===== src/rtl/mem_port_arbiter_pkg.sv =====
// Shared types for the fetch/data Wishbone port arbiter: FSM states, the
// registered bus request and the fixed fetch byte select.
package mem_port_arbiter_pkg;

    typedef enum logic [1:0] {
        ARB_IDLE   = 2'd0,
        ARB_BUS_IF = 2'd1,
        ARB_BUS_D  = 2'd2
    } arb_state_e;

    typedef enum logic {
        OWNER_IF = 1'b0,
        OWNER_D  = 1'b1
    } owner_e;

    typedef struct packed {
        logic [31:0] adr;
        logic [31:0] dat;
        logic [3:0]  sel;
        logic        we;
        owner_e      owner;
    } mem_req_t;

    localparam logic [3:0] IF_SEL = 4'hF;

endpackage


===== src/rtl/mem_port_arbiter_if.sv =====
// Signal bundle between the core ports, the arbiter and the Wishbone fabric.
// Handshake: a port holds req with stable payload until gnt; each gnt yields exactly one rvalid pulse unless the fetch is flushed.
interface mem_port_arbiter_if;

    logic        if_req_i;
    logic [31:0] if_addr_i;
    logic        if_flush_i;
    logic        if_gnt_o;
    logic        if_rvalid_o;
    logic [31:0] if_rdata_o;
    logic        if_err_o;

    logic        d_req_i;
    logic        d_we_i;
    logic [3:0]  d_be_i;
    logic [31:0] d_addr_i;
    logic [31:0] d_wdata_i;
    logic        d_gnt_o;
    logic        d_rvalid_o;
    logic [31:0] d_rdata_o;
    logic        d_err_o;

    logic        wbm_cyc_o;
    logic        wbm_stb_o;
    logic        wbm_we_o;
    logic [3:0]  wbm_sel_o;
    logic [31:0] wbm_adr_o;
    logic [31:0] wbm_dat_o;
    logic [31:0] wbm_dat_i;
    logic        wbm_ack_i;
    logic        wbm_err_i;

    // Arbiter view.
    modport master (
        input  if_req_i, if_addr_i, if_flush_i,
        output if_gnt_o, if_rvalid_o, if_rdata_o, if_err_o,
        input  d_req_i, d_we_i, d_be_i, d_addr_i, d_wdata_i,
        output d_gnt_o, d_rvalid_o, d_rdata_o, d_err_o,
        output wbm_cyc_o, wbm_stb_o, wbm_we_o, wbm_sel_o, wbm_adr_o, wbm_dat_o,
        input  wbm_dat_i, wbm_ack_i, wbm_err_i
    );

    // Environment view: core ports plus the Wishbone slave.
    modport slave (
        output if_req_i, if_addr_i, if_flush_i,
        input  if_gnt_o, if_rvalid_o, if_rdata_o, if_err_o,
        output d_req_i, d_we_i, d_be_i, d_addr_i, d_wdata_i,
        input  d_gnt_o, d_rvalid_o, d_rdata_o, d_err_o,
        input  wbm_cyc_o, wbm_stb_o, wbm_we_o, wbm_sel_o, wbm_adr_o, wbm_dat_o,
        output wbm_dat_i, wbm_ack_i, wbm_err_i
    );

endinterface


===== src/rtl/mem_port_arbiter_arb_watchdog.sv =====
// Bus-cycle watchdog: counts cycles while enabled and flags the last allowed
// cycle; with TIMEOUT_CYCLES=0 it never fires.
module arb_watchdog #(
    parameter int unsigned TIMEOUT_CYCLES = 255
) (
    input  logic clk_i,
    input  logic rst_ni,
    input  logic clr_i,
    input  logic en_i,
    output logic expired_o
);

    if (TIMEOUT_CYCLES == 0) begin : g_off
        logic unused_wd;
        assign unused_wd = clk_i ^ rst_ni ^ clr_i ^ en_i;
        assign expired_o = 1'b0;
    end else begin : g_on
        localparam int unsigned CW = $clog2(TIMEOUT_CYCLES + 1);
        localparam logic [CW-1:0] LAST = CW'(TIMEOUT_CYCLES - 1);

        logic [CW-1:0] cnt_q;

        // cnt_q is the number of bus cycles already spent, so the flag marks the TIMEOUT_CYCLES-th one.
        always_ff @(posedge clk_i or negedge rst_ni) begin
            if (!rst_ni) begin
                cnt_q <= '0;
            end else if (clr_i) begin
                cnt_q <= '0;
            end else if (en_i && (cnt_q != LAST)) begin
                cnt_q <= cnt_q + 1'b1;
            end
        end

        assign expired_o = en_i & (cnt_q == LAST);
    end

endmodule


===== src/rtl/mem_port_arbiter.sv =====
// Shares one Wishbone-classic master between the fetch and load/store ports,
// one bus cycle per grant, response routed only to the owner.
module mem_port_arbiter
    import mem_port_arbiter_pkg::*;
#(
    parameter int unsigned DATA_PRIORITY  = 1,
    parameter int unsigned MAX_D_STREAK   = 4,
    parameter int unsigned TIMEOUT_CYCLES = 255
) (
    input  logic               clk_i,
    input  logic               rst_ni,
    mem_port_arbiter_if.master bus,
    output arb_state_e         state_o
);

    localparam int unsigned SW = $clog2(MAX_D_STREAK + 1);
    localparam logic [SW-1:0] STREAK_MAX = SW'(MAX_D_STREAK);

    arb_state_e    state_q;
    mem_req_t      req_q;
    logic [SW-1:0] streak_q;
    logic          last_d_q;
    logic          drop_q;
    logic          cyc_q;
    logic          if_rvalid_q, d_rvalid_q;
    logic          if_err_q, d_err_q;
    logic [31:0]   if_rdata_q, d_rdata_q;

    logic        idle, if_ok, d_wins_tie, pick_d, if_gnt, d_gnt;
    logic        wd_expired, slave_resp, bus_done, resp_err;
    logic [31:0] resp_dat;

    assign idle       = (state_q == ARB_IDLE);
    assign if_ok      = bus.if_req_i & ~bus.if_flush_i;
    assign d_wins_tie = (DATA_PRIORITY != 0) ? (streak_q < STREAK_MAX) : ~last_d_q;
    assign pick_d     = bus.d_req_i & (~if_ok | d_wins_tie);
    assign d_gnt      = idle & pick_d;
    assign if_gnt     = idle & if_ok & ~pick_d;

    // A watchdog expiry completes the cycle as an error with zero data.
    assign slave_resp = bus.wbm_ack_i | bus.wbm_err_i;
    assign bus_done   = ~idle & (slave_resp | wd_expired);
    assign resp_dat   = slave_resp ? bus.wbm_dat_i : 32'h0;
    assign resp_err   = bus.wbm_err_i | ~slave_resp;

    arb_watchdog #(
        .TIMEOUT_CYCLES(TIMEOUT_CYCLES)
    ) u_watchdog (
        .clk_i     (clk_i),
        .rst_ni    (rst_ni),
        .clr_i     (if_gnt | d_gnt),
        .en_i      (~idle),
        .expired_o (wd_expired)
    );

    always_ff @(posedge clk_i or negedge rst_ni) begin
        if (!rst_ni) begin
            state_q     <= ARB_IDLE;
            req_q       <= '0;
            streak_q    <= '0;
            last_d_q    <= 1'b0;
            drop_q      <= 1'b0;
            cyc_q       <= 1'b0;
            if_rvalid_q <= 1'b0;
            d_rvalid_q  <= 1'b0;
            if_err_q    <= 1'b0;
            d_err_q     <= 1'b0;
            if_rdata_q  <= 32'h0;
            d_rdata_q   <= 32'h0;
        end else begin
            if_rvalid_q <= 1'b0;
            d_rvalid_q  <= 1'b0;
            case (state_q)
                ARB_IDLE: begin
                    if (d_gnt) begin
                        req_q    <= '{adr: bus.d_addr_i, dat: bus.d_wdata_i, sel: bus.d_be_i,
                                      we: bus.d_we_i, owner: OWNER_D};
                        state_q  <= ARB_BUS_D;
                        cyc_q    <= 1'b1;
                        last_d_q <= 1'b1;
                        if (bus.if_req_i && (streak_q < STREAK_MAX)) begin
                            streak_q <= streak_q + 1'b1;
                        end
                    end else if (if_gnt) begin
                        req_q    <= '{adr: bus.if_addr_i, dat: 32'h0, sel: IF_SEL,
                                      we: 1'b0, owner: OWNER_IF};
                        state_q  <= ARB_BUS_IF;
                        cyc_q    <= 1'b1;
                        last_d_q <= 1'b0;
                        streak_q <= '0;
                    end
                end
                ARB_BUS_IF, ARB_BUS_D: begin
                    if ((state_q == ARB_BUS_IF) && bus.if_flush_i) begin
                        drop_q <= 1'b1;
                    end
                    if (bus_done) begin
                        state_q <= ARB_IDLE;
                        cyc_q   <= 1'b0;
                        drop_q  <= 1'b0;
                        if (req_q.owner == OWNER_IF) begin
                            // A flush in the completing cycle still kills the response.
                            if_rvalid_q <= ~(drop_q | bus.if_flush_i);
                            if_rdata_q  <= resp_dat;
                            if_err_q    <= resp_err;
                        end else begin
                            d_rvalid_q <= 1'b1;
                            d_rdata_q  <= resp_dat;
                            d_err_q    <= resp_err;
                        end
                    end
                end
                default: begin
                    state_q <= ARB_IDLE;
                    cyc_q   <= 1'b0;
                end
            endcase
        end
    end

    assign bus.if_gnt_o    = if_gnt;
    assign bus.d_gnt_o     = d_gnt;
    assign bus.if_rvalid_o = if_rvalid_q;
    assign bus.if_rdata_o  = if_rdata_q;
    assign bus.if_err_o    = if_err_q;
    assign bus.d_rvalid_o  = d_rvalid_q;
    assign bus.d_rdata_o   = d_rdata_q;
    assign bus.d_err_o     = d_err_q;

    assign bus.wbm_cyc_o = cyc_q;
    assign bus.wbm_stb_o = cyc_q;
    assign bus.wbm_we_o  = req_q.we;
    assign bus.wbm_sel_o = req_q.sel;
    assign bus.wbm_adr_o = req_q.adr;
    assign bus.wbm_dat_o = req_q.dat;

    assign state_o = state_q;

endmodule

===== src/flat_wrapper.sv =====
// flat-port wrapper written by rule: the top's interface ports become plain ports
module mem_port_arbiter_flat import mem_port_arbiter_pkg::*;
#(
    parameter int unsigned DATA_PRIORITY  = 1,
    parameter int unsigned MAX_D_STREAK   = 4,
    parameter int unsigned TIMEOUT_CYCLES = 255
)
  (clk_i, rst_ni, state_o, bus_if_req_i, bus_if_addr_i, bus_if_flush_i, bus_if_gnt_o, bus_if_rvalid_o, bus_if_rdata_o, bus_if_err_o, bus_d_req_i, bus_d_we_i, bus_d_be_i, bus_d_addr_i, bus_d_wdata_i, bus_d_gnt_o, bus_d_rvalid_o, bus_d_rdata_o, bus_d_err_o, bus_wbm_cyc_o, bus_wbm_stb_o, bus_wbm_we_o, bus_wbm_sel_o, bus_wbm_adr_o, bus_wbm_dat_o, bus_wbm_dat_i, bus_wbm_ack_i, bus_wbm_err_i);
  mem_port_arbiter_if bus_i ();
  input  logic clk_i;
  input  logic rst_ni;
  output arb_state_e state_o;
  input wire logic [$bits(bus_i.if_req_i)-1:0] bus_if_req_i;
  input wire logic [$bits(bus_i.if_addr_i)-1:0] bus_if_addr_i;
  input wire logic [$bits(bus_i.if_flush_i)-1:0] bus_if_flush_i;
  output wire logic [$bits(bus_i.if_gnt_o)-1:0] bus_if_gnt_o;
  output wire logic [$bits(bus_i.if_rvalid_o)-1:0] bus_if_rvalid_o;
  output wire logic [$bits(bus_i.if_rdata_o)-1:0] bus_if_rdata_o;
  output wire logic [$bits(bus_i.if_err_o)-1:0] bus_if_err_o;
  input wire logic [$bits(bus_i.d_req_i)-1:0] bus_d_req_i;
  input wire logic [$bits(bus_i.d_we_i)-1:0] bus_d_we_i;
  input wire logic [$bits(bus_i.d_be_i)-1:0] bus_d_be_i;
  input wire logic [$bits(bus_i.d_addr_i)-1:0] bus_d_addr_i;
  input wire logic [$bits(bus_i.d_wdata_i)-1:0] bus_d_wdata_i;
  output wire logic [$bits(bus_i.d_gnt_o)-1:0] bus_d_gnt_o;
  output wire logic [$bits(bus_i.d_rvalid_o)-1:0] bus_d_rvalid_o;
  output wire logic [$bits(bus_i.d_rdata_o)-1:0] bus_d_rdata_o;
  output wire logic [$bits(bus_i.d_err_o)-1:0] bus_d_err_o;
  output wire logic [$bits(bus_i.wbm_cyc_o)-1:0] bus_wbm_cyc_o;
  output wire logic [$bits(bus_i.wbm_stb_o)-1:0] bus_wbm_stb_o;
  output wire logic [$bits(bus_i.wbm_we_o)-1:0] bus_wbm_we_o;
  output wire logic [$bits(bus_i.wbm_sel_o)-1:0] bus_wbm_sel_o;
  output wire logic [$bits(bus_i.wbm_adr_o)-1:0] bus_wbm_adr_o;
  output wire logic [$bits(bus_i.wbm_dat_o)-1:0] bus_wbm_dat_o;
  input wire logic [$bits(bus_i.wbm_dat_i)-1:0] bus_wbm_dat_i;
  input wire logic [$bits(bus_i.wbm_ack_i)-1:0] bus_wbm_ack_i;
  input wire logic [$bits(bus_i.wbm_err_i)-1:0] bus_wbm_err_i;
  assign bus_i.if_req_i = bus_if_req_i;
  assign bus_i.if_addr_i = bus_if_addr_i;
  assign bus_i.if_flush_i = bus_if_flush_i;
  assign bus_if_gnt_o = bus_i.if_gnt_o;
  assign bus_if_rvalid_o = bus_i.if_rvalid_o;
  assign bus_if_rdata_o = bus_i.if_rdata_o;
  assign bus_if_err_o = bus_i.if_err_o;
  assign bus_i.d_req_i = bus_d_req_i;
  assign bus_i.d_we_i = bus_d_we_i;
  assign bus_i.d_be_i = bus_d_be_i;
  assign bus_i.d_addr_i = bus_d_addr_i;
  assign bus_i.d_wdata_i = bus_d_wdata_i;
  assign bus_d_gnt_o = bus_i.d_gnt_o;
  assign bus_d_rvalid_o = bus_i.d_rvalid_o;
  assign bus_d_rdata_o = bus_i.d_rdata_o;
  assign bus_d_err_o = bus_i.d_err_o;
  assign bus_wbm_cyc_o = bus_i.wbm_cyc_o;
  assign bus_wbm_stb_o = bus_i.wbm_stb_o;
  assign bus_wbm_we_o = bus_i.wbm_we_o;
  assign bus_wbm_sel_o = bus_i.wbm_sel_o;
  assign bus_wbm_adr_o = bus_i.wbm_adr_o;
  assign bus_wbm_dat_o = bus_i.wbm_dat_o;
  assign bus_i.wbm_dat_i = bus_wbm_dat_i;
  assign bus_i.wbm_ack_i = bus_wbm_ack_i;
  assign bus_i.wbm_err_i = bus_wbm_err_i;
  mem_port_arbiter #(.DATA_PRIORITY(DATA_PRIORITY), .MAX_D_STREAK(MAX_D_STREAK), .TIMEOUT_CYCLES(TIMEOUT_CYCLES)) u_core (.clk_i(clk_i), .rst_ni(rst_ni), .bus(bus_i), .state_o(state_o));
endmodule

===== config.mk =====
export PLATFORM = sky130hd
export DESIGN_NAME = mem_port_arbiter_flat
export DESIGN_NICKNAME = d
export VERILOG_FILES = /design/src/rtl/mem_port_arbiter_pkg.sv /design/src/rtl/mem_port_arbiter_if.sv /design/src/rtl/mem_port_arbiter_arb_watchdog.sv /design/src/rtl/mem_port_arbiter.sv /design/src/flat_wrapper.sv
export SDC_FILE = /design/constraint.sdc
export NUM_CORES = 1
export LEC_CHECK = 0
export BUFFER_PORTS_ARGS = -buffer_cell sky130_fd_sc_hd__buf_2
export CORE_MARGIN = 4
export CORE_UTILIZATION = 54
export CTS_BUF_LIST = sky130_fd_sc_hd__clkbuf_2
export CTS_CLUSTER_SIZE = 10
export DETAILED_ROUTE_END_ITERATION = 7
export PLACE_DENSITY = 0.95
export SYNTH_ARGS = -nofsm -noshare
export SYNTH_HDL_FRONTEND = slang
export SYNTH_SLANG_ARGS = --single-unit

===== constraint.sdc =====
create_clock -name clk_i -period 4.09 [get_ports clk_i]
set_input_delay 0.409 -clock clk_i [delete_from_list [all_inputs] [get_ports clk_i]]
set_output_delay 0.409 -clock clk_i [all_outputs]
set_load 0.01 [all_outputs]

==> run_results.csv, run 1 <==
group,metric,value,unit
detailed_routing,via_per_inst,5.72,
floorplan,initial_core_util,56.1,%
detailed_routing,routed_wirelength,24300,um
sta,max-slew-margin-rel,19.0,%
detailed_routing,firstDrtPassIters,7,
global_route,grt_pass1_wl,36600,um
yosys,synth_nets,786,
status,status,"complete, no violations",
floorplan,core,12200,um2
worst_setup_path,cp-end-kind,"register",
clock_network,clock_latency,0.71,ns
global_route,antenna_found_initial,4,
layout,layout.nets,1124,
sta,fmax,0.292,GHz
yosys,ys_ff_latch,153,
yosys,syn_avg_cell_area,10.7,um2
sta,drv_slew,0,
detailed_routing,ant_nets,0,
detailed_routing,initialDrtViolationCount,674,
clock_network,cts.clk_slew.worst_paths,0.25,ns
detailed_routing,route.detailed.drc,0,
power_and_ir_drop,power_density,708,nW/um2
floorplan,die_area,14500,um2
global_route,grt-ovfl-total,0,
power_and_ir_drop,switching_share,41.8,%
place,gp_congestion,0.838,
flow_run,drv_cap,0,
worst_setup_path,required,4.72,ns
yosys,synth-seq-area-share,55.9,%
worst_setup_path,crit_type,"register to register",
detailed_routing,wl_per_cell,20.9,um
sta,skew,0.0430,ns
floorplan,die_h,121,um
global_route,grt_pass1_vias,7075,
worst_setup_path,cp_max_fo,33,
layout,utilization,77.1,%
detailed_routing,vias,6655,
place,portBuffers,282,
sta,holdWs,0.404,ns
worst_setup_path,crit_arrival,4.05,ns
power_and_ir_drop,p_seq_share,39.8,%
sta,finalSetupTns,0,ns
sta,period_share,83.8,%
worst_setup_path,crit_chain,"inv_1 -> ha_1 -> nand2_2 -> buf_4 -> mux2i_1 -> o21ai_0 -> dlygate4sd3_1",
yosys,syn-instance-count,641,
place,hpwl,13200,um
worst_setup_path,cp_slowest_stage_delay,0.72,ns
worst_hold_path,hp-class,"input port to async pin",
sta,worst_pin_slew,1.22,ns
sta,rsz0062_at_grt,"no",
clock_network,tritoncts,"done",
floorplan,ioPinCount,283,
clock_network,cts_resized,0,
yosys,synth_cell_type_count,41,
yosys,synth_area_leaders,"dfrtp_1 56%, buf_4 7.7%, nand2_1 7.5%",
clock_network,cts_buffer_depth,2,
clock_network,cts-buffers-inserted,17,
yosys,synth_top_cell_area_share,55.9,%
yosys,yosysWarnings,0,
power_and_ir_drop,vdd_drop_max,0.000453,V
power_and_ir_drop,p_leak,4.97,nW
yosys,synth_top_area_cell,"dfrtp_1",
power_and_ir_drop,share_comb_of_total_power,48.0,%
floorplan,die_x,121,um
sta,timing_hold_violations_final,0,
layout,drive_gt1_share,32.5,%
clock_network,cts-root-buf,"clkbuf_2",
power_and_ir_drop,p_clk_share,12.1,%
power_and_ir_drop,switchingPower,0.00279,W
power_and_ir_drop,internal_power,0.00388,W
clock_network,cts.sinks,153,
sta,setup_violations,0,
global_route,track_usage,32.9,%
worst_setup_path,crit_path_start_kind,"register",
clock_network,htreeDepth,4,
sta,min_period,3.43,ns
clock_network,cts-hold-fix-buffers,140,
layout,area_growth,37.6,%
floorplan,row_count,40,
clock_network,post-cts-setup-buffer-count,0,
global_route,grt_max_degree,105,
worst_setup_path,cp_slowest_cell,"nand2_2",
yosys,synth_area,6850,um2
==> kinds of logic (layout without fill, tap and decap cells) <==
family | Yosys count | after routing | share of synthesized area (%)
and+or+nand+nor | 200 | 200 | 12.5
AOI/OAI and AO/OA | 130 | 130 | 14.3
muxes | 34 | 34 | 4.97
DFF | 153 | 153 | 55.9
buffers and inverters | 119 | 469 | 11.3
other | 0 | 5 | 0
adders and majority gates | 5 | 5 | 0.914
==> per-stage QoR <==
step	worst slack, ns	cells	total power, W	instance area (um2)
2_1_floorplan	2.17	641	0.00462	6850
3_3_place_gp	1.55	988	0.00521	7790
3_5_place_dp	1.39	988	0.00534	7790
4_1_cts	0.862	1159	0.00647	9410
5_1_grt	0.489	1163	0.00703	9420
6_report	0.663	1164	0.00667	9420
==> layout by cell type (no fill, tap or decap), types with 2 or more instances in the layout <==
master	instances
inv_1	7
clkinv_2	3
or2_1	2
nor2b_1	2
clkinv_1	4
nand3_1	40
a22o_1	32
a31oi_1	2
clkbuf_2	17
dfrtp_1	153
o221ai_1	2
o21ai_0	38
and4_1	2
nor3_1	2
bufinv_16	2
a32o_1	17
mux2i_1	34
o31ai_1	2
buf_4	8
o2bb2ai_1	16
dlygate4sd3_1	140
clkinvlp_4	2
o211ai_1	3
inv_6	2
nand2_1	135
o32a_1	2
a21oi_1	8
buf_2	281
nand2b_1	3
nor2_1	7
diode_2	5
ha_1	5
==> flip-flops by register name, summed over array words and instances, names as in the netlist, 2 cells and up <==
name                          cells
u_core.bus.d_rdata_o             32
u_core.streak_q                   3
u_core.bus.wbm_adr_o             32
u_core.bus.wbm_sel_o              4
u_core.bus.wbm_dat_o             32
u_core.bus.if_rdata_o            32
u_core.u_watchdog.g_on.cnt_q      8
u_core.state_o                    2
==> Yosys cell counts (all sizes together) <==
cell and number:
nor3 2, a32o 17, buf 92, nor2 7
or3b 1, o32a 2, nand2 136, mux2i 34
o2bb2ai 16, o31ai 2, a21boi 1, o311ai 1
dfrtp 153, a22oi 1, or2 2, a311oi 1
a21oi 8, and4 2, o21bai 1, a22o 32
a31oi 2, a21o 1, nor2b 2, nand4 1
nand3 40, o32ai 1, o221ai 2, o211ai 3
inv 8, clkbuf 19, and3 2, ha 5
nand3b 1, o21ai 39, nand2b 3, nor3b 1
==> layout make-up <==
cell class / count / area [um2]
Sequential cell: 153 / 3830
Antenna cell: 5 / 12.5
Fill cell: 764 / 2790
Multi-Input combinational cell: 369 / 2240
Clock buffer: 17 / 85.1
Clock inverter: 14 / 131
Tap cell: 168 / 210
Inverter: 8 / 30.0
Timing Repair Buffer: 430 / 2880
==> path summary, 6_finish.rpt <==
path,slack [ns],to,cells past startpoint,start
worst max-delay path,0.66,u_core.bus.wbm_adr_o[5]$_DFFE_PN0P_,7,u_core.state_o[0]$_DFFE_PN0P_
worst min-delay path,0.40,u_core.bus.wbm_adr_o[12]$_DFFE_PN0P_,2,rst_ni
worst max register to register,0.66,u_core.bus.wbm_adr_o[5]$_DFFE_PN0P_,7,u_core.state_o[0]$_DFFE_PN0P_
worst min register to register,0.46,u_core.bus.if_rvalid_o$_DFF_PN0_,1,u_core.drop_q$_DFFE_PN0P_
max in group asynchronous,2.75,u_core.bus.wbm_dat_o[28]$_DFFE_PN0P_,3,rst_ni
min in group clk_i,0.43,u_core.bus.wbm_dat_o[13]$_DFFE_PN0P_,4,bus_d_wdata_i[13]
==> per-layer routing <==
metal	up-vias	share of wire, %	global-route usage [%]
met5	-	0	0
met4	0	7.0	22.0
met3	155	6.8	7.81
met2	454	53	57.9
met1	3203	33	34.8
li1	2843	-	-
==> worst max-delay path, delay by kind of cell (launching register included) <==
family | cells | cell delay, ns
flip-flops | 1 | 0.47
buffers and inverters | 3 | 1.20
adder cells (fa/ha/maj) | 1 | 0.59
multiplexers | 1 | 0.22
AND/OR/NAND/NOR | 1 | 0.72
AO/OA/AOI/OAI | 1 | 0.14
==> power groups by stage <==
stage | Clock (W) | Combinational, W | Sequential (W)
after CTS | 0.000818 | 0.00306 | 0.00259
after global routing | 0.000887 | 0.00343 | 0.00272
final | 0.000810 | 0.00320 | 0.00266
after detailed placement | 0 | 0.00273 | 0.00261
after global placement | 0 | 0.00262 | 0.00259
after floorplan | 0 | 0.00193 | 0.00269
No activity file was read; power rests on OpenSTA's default activity.
==> run 2, diff against run 1 <==
- CORE_UTILIZATION: 54 -> 50
- PLACE_DENSITY: 0.95 -> 0.93
- clock period: 4.09 -> 3.5 ns (I/O delays scaled with it)
==> run 2 against run 1 <==
Net effect:
- die area rose by 7.5%
- wire length fell by 6.5%
- first-iteration DRC count fell by 29%
- clock-buffer cell count rose by 2
- non-clock buffer count rose by 3
- clock power rose by 4.7%
- utilization fell by 6.5 points
- clock skew fell by 0.0020 ns
- sequential share of layout area barely moved
- largest cell class unchanged
==> run_results.csv, run 2 (synthesized netlist as in run 1, its figures left out) <==
group,metric,value,unit
power_and_ir_drop,p_leak,4.99,nW
clock_network,cts_buffer_depth,2,
detailed_routing,firstDrtPassIters,5,
sta,holdWs,0.351,ns
detailed_routing,routed_wirelength,22700,um
worst_setup_path,crit_path_start_kind,"register",
worst_hold_path,hp-class,"input port to async pin",
clock_network,tritoncts,"done",
worst_setup_path,cp_max_fo,38,
place,gp_congestion,0.816,
worst_setup_path,cp-end-kind,"primary output",
floorplan,die_h,125,um
sta,rsz0062_at_grt,"no",
sta,fmax,0.323,GHz
detailed_routing,vias,6461,
clock_network,cts-buffers-inserted,17,
detailed_routing,ant_nets,0,
global_route,grt_pass1_vias,7026,
global_route,grt-ovfl-total,0,
layout,area_growth,37.8,%
sta,setup_violations,0,
sta,finalSetupTns,0,ns
sta,worst_pin_slew,1.26,ns
flow_run,drv_cap,0,
layout,drive_gt1_share,32.5,%
place,place_inst,999,
floorplan,ioPinCount,283,
global_route,track_usage,28.9,%
clock_network,cts-root-buf,"clkbuf_2",
layout,layout_commonest_cell,"buf_2",
clock_network,cts-hold-fix-buffers,140,
power_and_ir_drop,vdd_drop_max,0.000580,V
floorplan,initial_core_util,51.3,%
global_route,grt_pass1_wl,36000,um
place,hpwl,12700,um
global_route,grt_max_degree,125,
clock_network,clock_latency,0.73,ns
floorplan,die_x,125,um
detailed_routing,route.detailed.drc,0,
sta,max-slew-margin-rel,15.8,%
clock_network,htreeDepth,4,
worst_setup_path,required,3.15,ns
place,portBuffers,282,
detailed_routing,initialDrtViolationCount,476,
global_route,antenna_found_initial,0,
layout,layout.nets,1127,
sta,period_share,88.5,%
layout,instances_no_fill,1171,
sta,min_period,3.10,ns
clock_network,cts.sinks,153,
floorplan,core,13300,um2
power_and_ir_drop,power_density,816,nW/um2
detailed_routing,via_per_inst,5.52,
sta,timing_hold_violations_final,0,
sta,skew,0.0410,ns
clock_network,cts_resized,0,
worst_setup_path,crit_arrival,2.75,ns
clock_network,post-cts-setup-buffer-count,0,
worst_setup_path,crit_type,"register to primary output",
clock_network,cts.clk_slew.worst_paths,0.21,ns
status,status,"complete, no violations",
sta,drv_slew,0,
detailed_routing,wl_per_cell,19.4,um
floorplan,row_count,42,
layout,final_cell_mix,"281 x buf_2, 153 x dfrtp_1, 140 x dlygate4sd3_1",
floorplan,die_area,15600,um2
[run 2: cell count changes in the layout (fill, tap and decap cells not counted), sizes merged]
cell | before | now
buf | 290 | 293
inv | 10 | 8
diode | 5 | 1
clkbuf | 17 | 19
clkinvlp | 2 | 0
clkinv | 8 | 11
bufinv | 2 | 1
[run 2: critical path, cell delays in order (launching register included)]
cell and delay (ns):
dfrtp_1 0.43, inv_1 0.12, ha_1 0.30, buf_4 0.25
nand3_1 0.13, inv_2 0.54, buf_2 0.26
[run 2: area by class of cell]
| type | count | area [um2] |
|---|---|---|
| Inverter | 8 | 30.0 |
| Fill cell | 895 | 3920 |
| Clock inverter | 12 | 85.1 |
| Antenna cell | 1 | 2.50 |
| Sequential cell | 153 | 3830 |
| Timing Repair Buffer | 433 | 2930 |
| Multi-Input combinational cell | 369 | 2240 |
| Clock buffer | 19 | 95.1 |
| Tap cell | 176 | 220 |
[run 2: final timing paths]
path                            slack, ns  cells past startpoint                                   end                          start
worst max-delay path                 0.40                      6                           bus_d_gnt_o  u_core.state_o[1]$_DFFE_PN0P_
worst min-delay path                 0.35                      2  u_core.bus.d_rdata_o[23]$_DFFE_PN0P_                         rst_ni
worst max register to register       0.51                      9  u_core.bus.wbm_adr_o[12]$_DFFE_PN0P_  u_core.state_o[1]$_DFFE_PN0P_
worst min register to register       0.46                      1      u_core.bus.if_rvalid_o$_DFF_PN0_      u_core.drop_q$_DFFE_PN0P_
max in group asynchronous            2.25                      3  u_core.bus.wbm_dat_o[12]$_DFFE_PN0P_                         rst_ni
min in group clk_i                   0.35                      4   u_core.bus.wbm_dat_o[4]$_DFFE_PN0P_               bus_d_wdata_i[4]
[run 2: power by group]
group | total [W] | leakage, nW | internal [W] | switching (W)
clock | 0.000848 | 0.122 | 0.000242 | 0.000605
combinational | 0.00376 | 2.95 | 0.00169 | 0.00207
sequential | 0.00308 | 1.91 | 0.00255 | 0.000529
total | 0.00769 | 4.99 | 0.00449 | 0.00320
[run 2: metrics by stage]
| step | cell area, um2 | power (W) | util (%) | setup WS [ns] |
|---|---|---|---|---|
| floorplan | 6850 | 0.00539 | - | 1.60 |
| global placement | 7850 | 0.00610 | 58.8 | 1.05 |
| detailed placement | 7850 | 0.00627 | 58.8 | 0.881 |
| CTS | 9430 | 0.00748 | 70.6 | 0.364 |
| global route | 9430 | 0.00816 | 70.6 | 0.159 |
| finish | 9430 | 0.00769 | 70.7 | 0.402 |
[run 2: layer usage]
layer	GRT usage (%)	vias to the layer above	share of wire (%)
met2	50.2	415	51
met1	32.3	3118	36
li1	-	2837	-
met5	0	-	0
met4	15.4	0	5.2
met3	7.93	91	7.6
==> run 3, diff against run 2 <==
- RECOVER_POWER: unset -> 50
==> run 3 against run 2 <==
Net effect:
- the flow now finishes with violations (max-capacitance violations, max-slew violations)
- cell count is the same
- die area is the same
- sequential share of layout area grew 0.42 points
- wire length shrank 0.66%
- total power shrank 1.3%
- worst setup slack lost 0.0059 ns
- largest cell class unchanged
- clock power is essentially flat
==> run_results.csv, run 3 (synthesized netlist as in run 1, its figures left out) <==
group,metric,value,unit
power_and_ir_drop,p_seq_share,40.7,%
detailed_routing,ant_nets,0,
layout,utilization,69.9,%
sta,skew,0.0400,ns
worst_setup_path,cp_slowest_stage_delay,0.54,ns
power_and_ir_drop,power_density,813,nW/um2
status,violations,"max-capacitance violations, max-slew violations",
sta,finalSetupTns,0,ns
global_route,grt_pass1_vias,7026,
power_and_ir_drop,vdd_drop_max,0.000573,V
detailed_routing,wl_met1,8090,um
worst_setup_path,cp_max_fo,38,
sta,rsz0062_at_grt,"no",
sta,period_share,88.7,%
floorplan,row_count,42,
worst_setup_path,crit_arrival,2.75,ns
floorplan,core,13300,um2
clock_network,cts_buffer_depth,2,
sta,worst_pin_slew,2.97,ns
clock_network,post-cts-setup-buffer-count,0,
status,status,"complete, but fails checks",
worst_hold_path,hp-class,"input port to register",
power_and_ir_drop,share_comb_of_total_power,48.2,%
layout,fill_cells,945,
worst_setup_path,cp_slowest_cell,"inv_2",
place,gp_congestion,0.816,
detailed_routing,route.detailed.drc,0,
detailed_routing,firstDrtPassIters,6,
global_route,grt-ovfl-total,0,
power_and_ir_drop,internal_power,0.00439,W
detailed_routing,routed_wirelength,22600,um
detailed_routing,via_per_inst,5.55,
global_route,antenna_found_initial,0,
detailed_routing,wl_per_cell,19.3,um
place,hpwl,12700,um
floorplan,die_h,125,um
worst_setup_path,crit_type,"register to primary output",
global_route,grt_pass1_wl,36000,um
sta,drv_slew,125,
detailed_routing,highest_layer,"met4",
clock_network,cts_resized,0,
sta,min_period,3.10,ns
detailed_routing,wl_met3,1700,um
clock_network,htreeDepth,4,
sta,timing_hold_violations_final,0,
detailed_routing,vias,6496,
clock_network,clock_latency,0.72,ns
worst_setup_path,cp-end-kind,"primary output",
sta,setup_violations,0,
detailed_routing,initialDrtViolationCount,489,
floorplan,initial_core_util,51.3,%
worst_setup_path,required,3.15,ns
place,portBuffers,282,
place,postPlaceCellArea,7850,um2
layout,postLayoutCellArea,9330,um2
clock_network,cts.clk_slew.worst_paths,0.21,ns
layout,layout_commonest_cell,"buf_2",
detailed_routing,route.met2.wl,11600,um
sta,max-slew-margin-rel,-98.3,%
worst_setup_path,crit_path_start_kind,"register",
power_and_ir_drop,switchingPower,0.00320,W
global_route,grt_max_degree,125,
layout,layout.nets,1127,
clock_network,cts-root-buf,"clkbuf_2",
floorplan,die_area,15600,um2
clock_network,cts.sinks,153,
clock_network,cts-hold-fix-buffers,140,
floorplan,ioPinCount,283,
flow_run,drv_cap,1,
sta,fmax,0.322,GHz
floorplan,die_x,125,um
layout,area_growth,36.4,%
power_and_ir_drop,switching_share,42.2,%
global_route,track_usage,28.9,%
layout,drive_gt1_share,25.6,%
power_and_ir_drop,p_leak,4.76,nW
clock_network,cts-buffers-inserted,17,
clock_network,tritoncts,"done",
worst_setup_path,crit_chain,"inv_1 -> ha_1 -> buf_4 -> nand3_1 -> inv_2 -> buf_2",
layout,final_cell_mix,"212 x buf_2, 153 x dfrtp_1, 140 x dlygate4sd3_1",
power_and_ir_drop,p_clk_share,11.2,%
==> run 3: cell types whose count changed in the layout (fill, tap and decap cells not counted), sizes merged <==
cell    previous run  this run
buf              293       221
clkbuf            19        91
==> run 3: path summary, 6_finish.rpt <==
check / endpoint / cells past startpoint / slack (ns) / from
min reg2reg: u_core.bus.if_rvalid_o$_DFF_PN0_ / 1 / 0.47 / u_core.drop_q$_DFFE_PN0P_
max in group asynchronous: u_core.bus.wbm_sel_o[2]$_DFFE_PN0P_ / 2 / 0.67 / rst_ni
min in group asynchronous: u_core.bus.d_rdata_o[23]$_DFFE_PN0P_ / 2 / 1.11 / rst_ni
max reg2reg: u_core.bus.wbm_adr_o[12]$_DFFE_PN0P_ / 9 / 0.51 / u_core.state_o[1]$_DFFE_PN0P_
max: bus_d_gnt_o / 6 / 0.40 / u_core.state_o[1]$_DFFE_PN0P_
min: u_core.bus.wbm_dat_o[14]$_DFFE_PN0P_ / 4 / 0.36 / bus_d_wdata_i[14]
==> run 3: layout make-up <==
class / instances / area, um2 / share of cell area [%]
clock buffers: 19 / 95.1 / 1.02
clock inverters: 12 / 85.1 / 0.912
diodes: 1 / 2.50 / 0.0268
repair buffers: 433 / 2830 / 30.3
inverters: 8 / 30.0 / 0.322
multi-input cells: 369 / 2240 / 24.0
well taps: 176 / 220 / 2.36
flip-flops and latches: 153 / 3830 / 41.0
==> run 3: through the flow <==
stage,worst slack (ns),total power [W],hold WS (ns),std cells
CTS,0.364,0.00748,0.288,1170
floorplan,1.60,0.00539,0.0544,641
global placement,1.05,0.00610,0.414,999
detailed placement,0.881,0.00627,0.421,999
finish,0.396,0.00759,0.357,1171
global route,0.159,0.00807,0.268,1170
==> run 3: power by group through the flow <==
stage / Sequential (W) / Combinational (W) / Clock [W]
3_3_place_gp: 0.00303 / 0.00307 / 0
2_1_floorplan: 0.00314 / 0.00225 / 0
4_1_cts: 0.00302 / 0.00361 / 0.000852
5_1_grt: 0.00317 / 0.00396 / 0.000948
3_5_place_dp: 0.00304 / 0.00323 / 0
6_report: 0.00309 / 0.00366 / 0.000847
==> run 3: critical path: cells and delay by family, from the launching register on <==
family,cells,cell delay (ns)
buf+inv,4,1.16
flops,1,0.43
fa+ha+maj,1,0.30
simple gates,1,0.13
==> run 3: metal layers <==
metal  vias up  GRT usage [%]
met5         -              0
met2       417           50.2
li1       2847              -
met1      3133           32.3
met4         0           15.4
met3        99           7.93
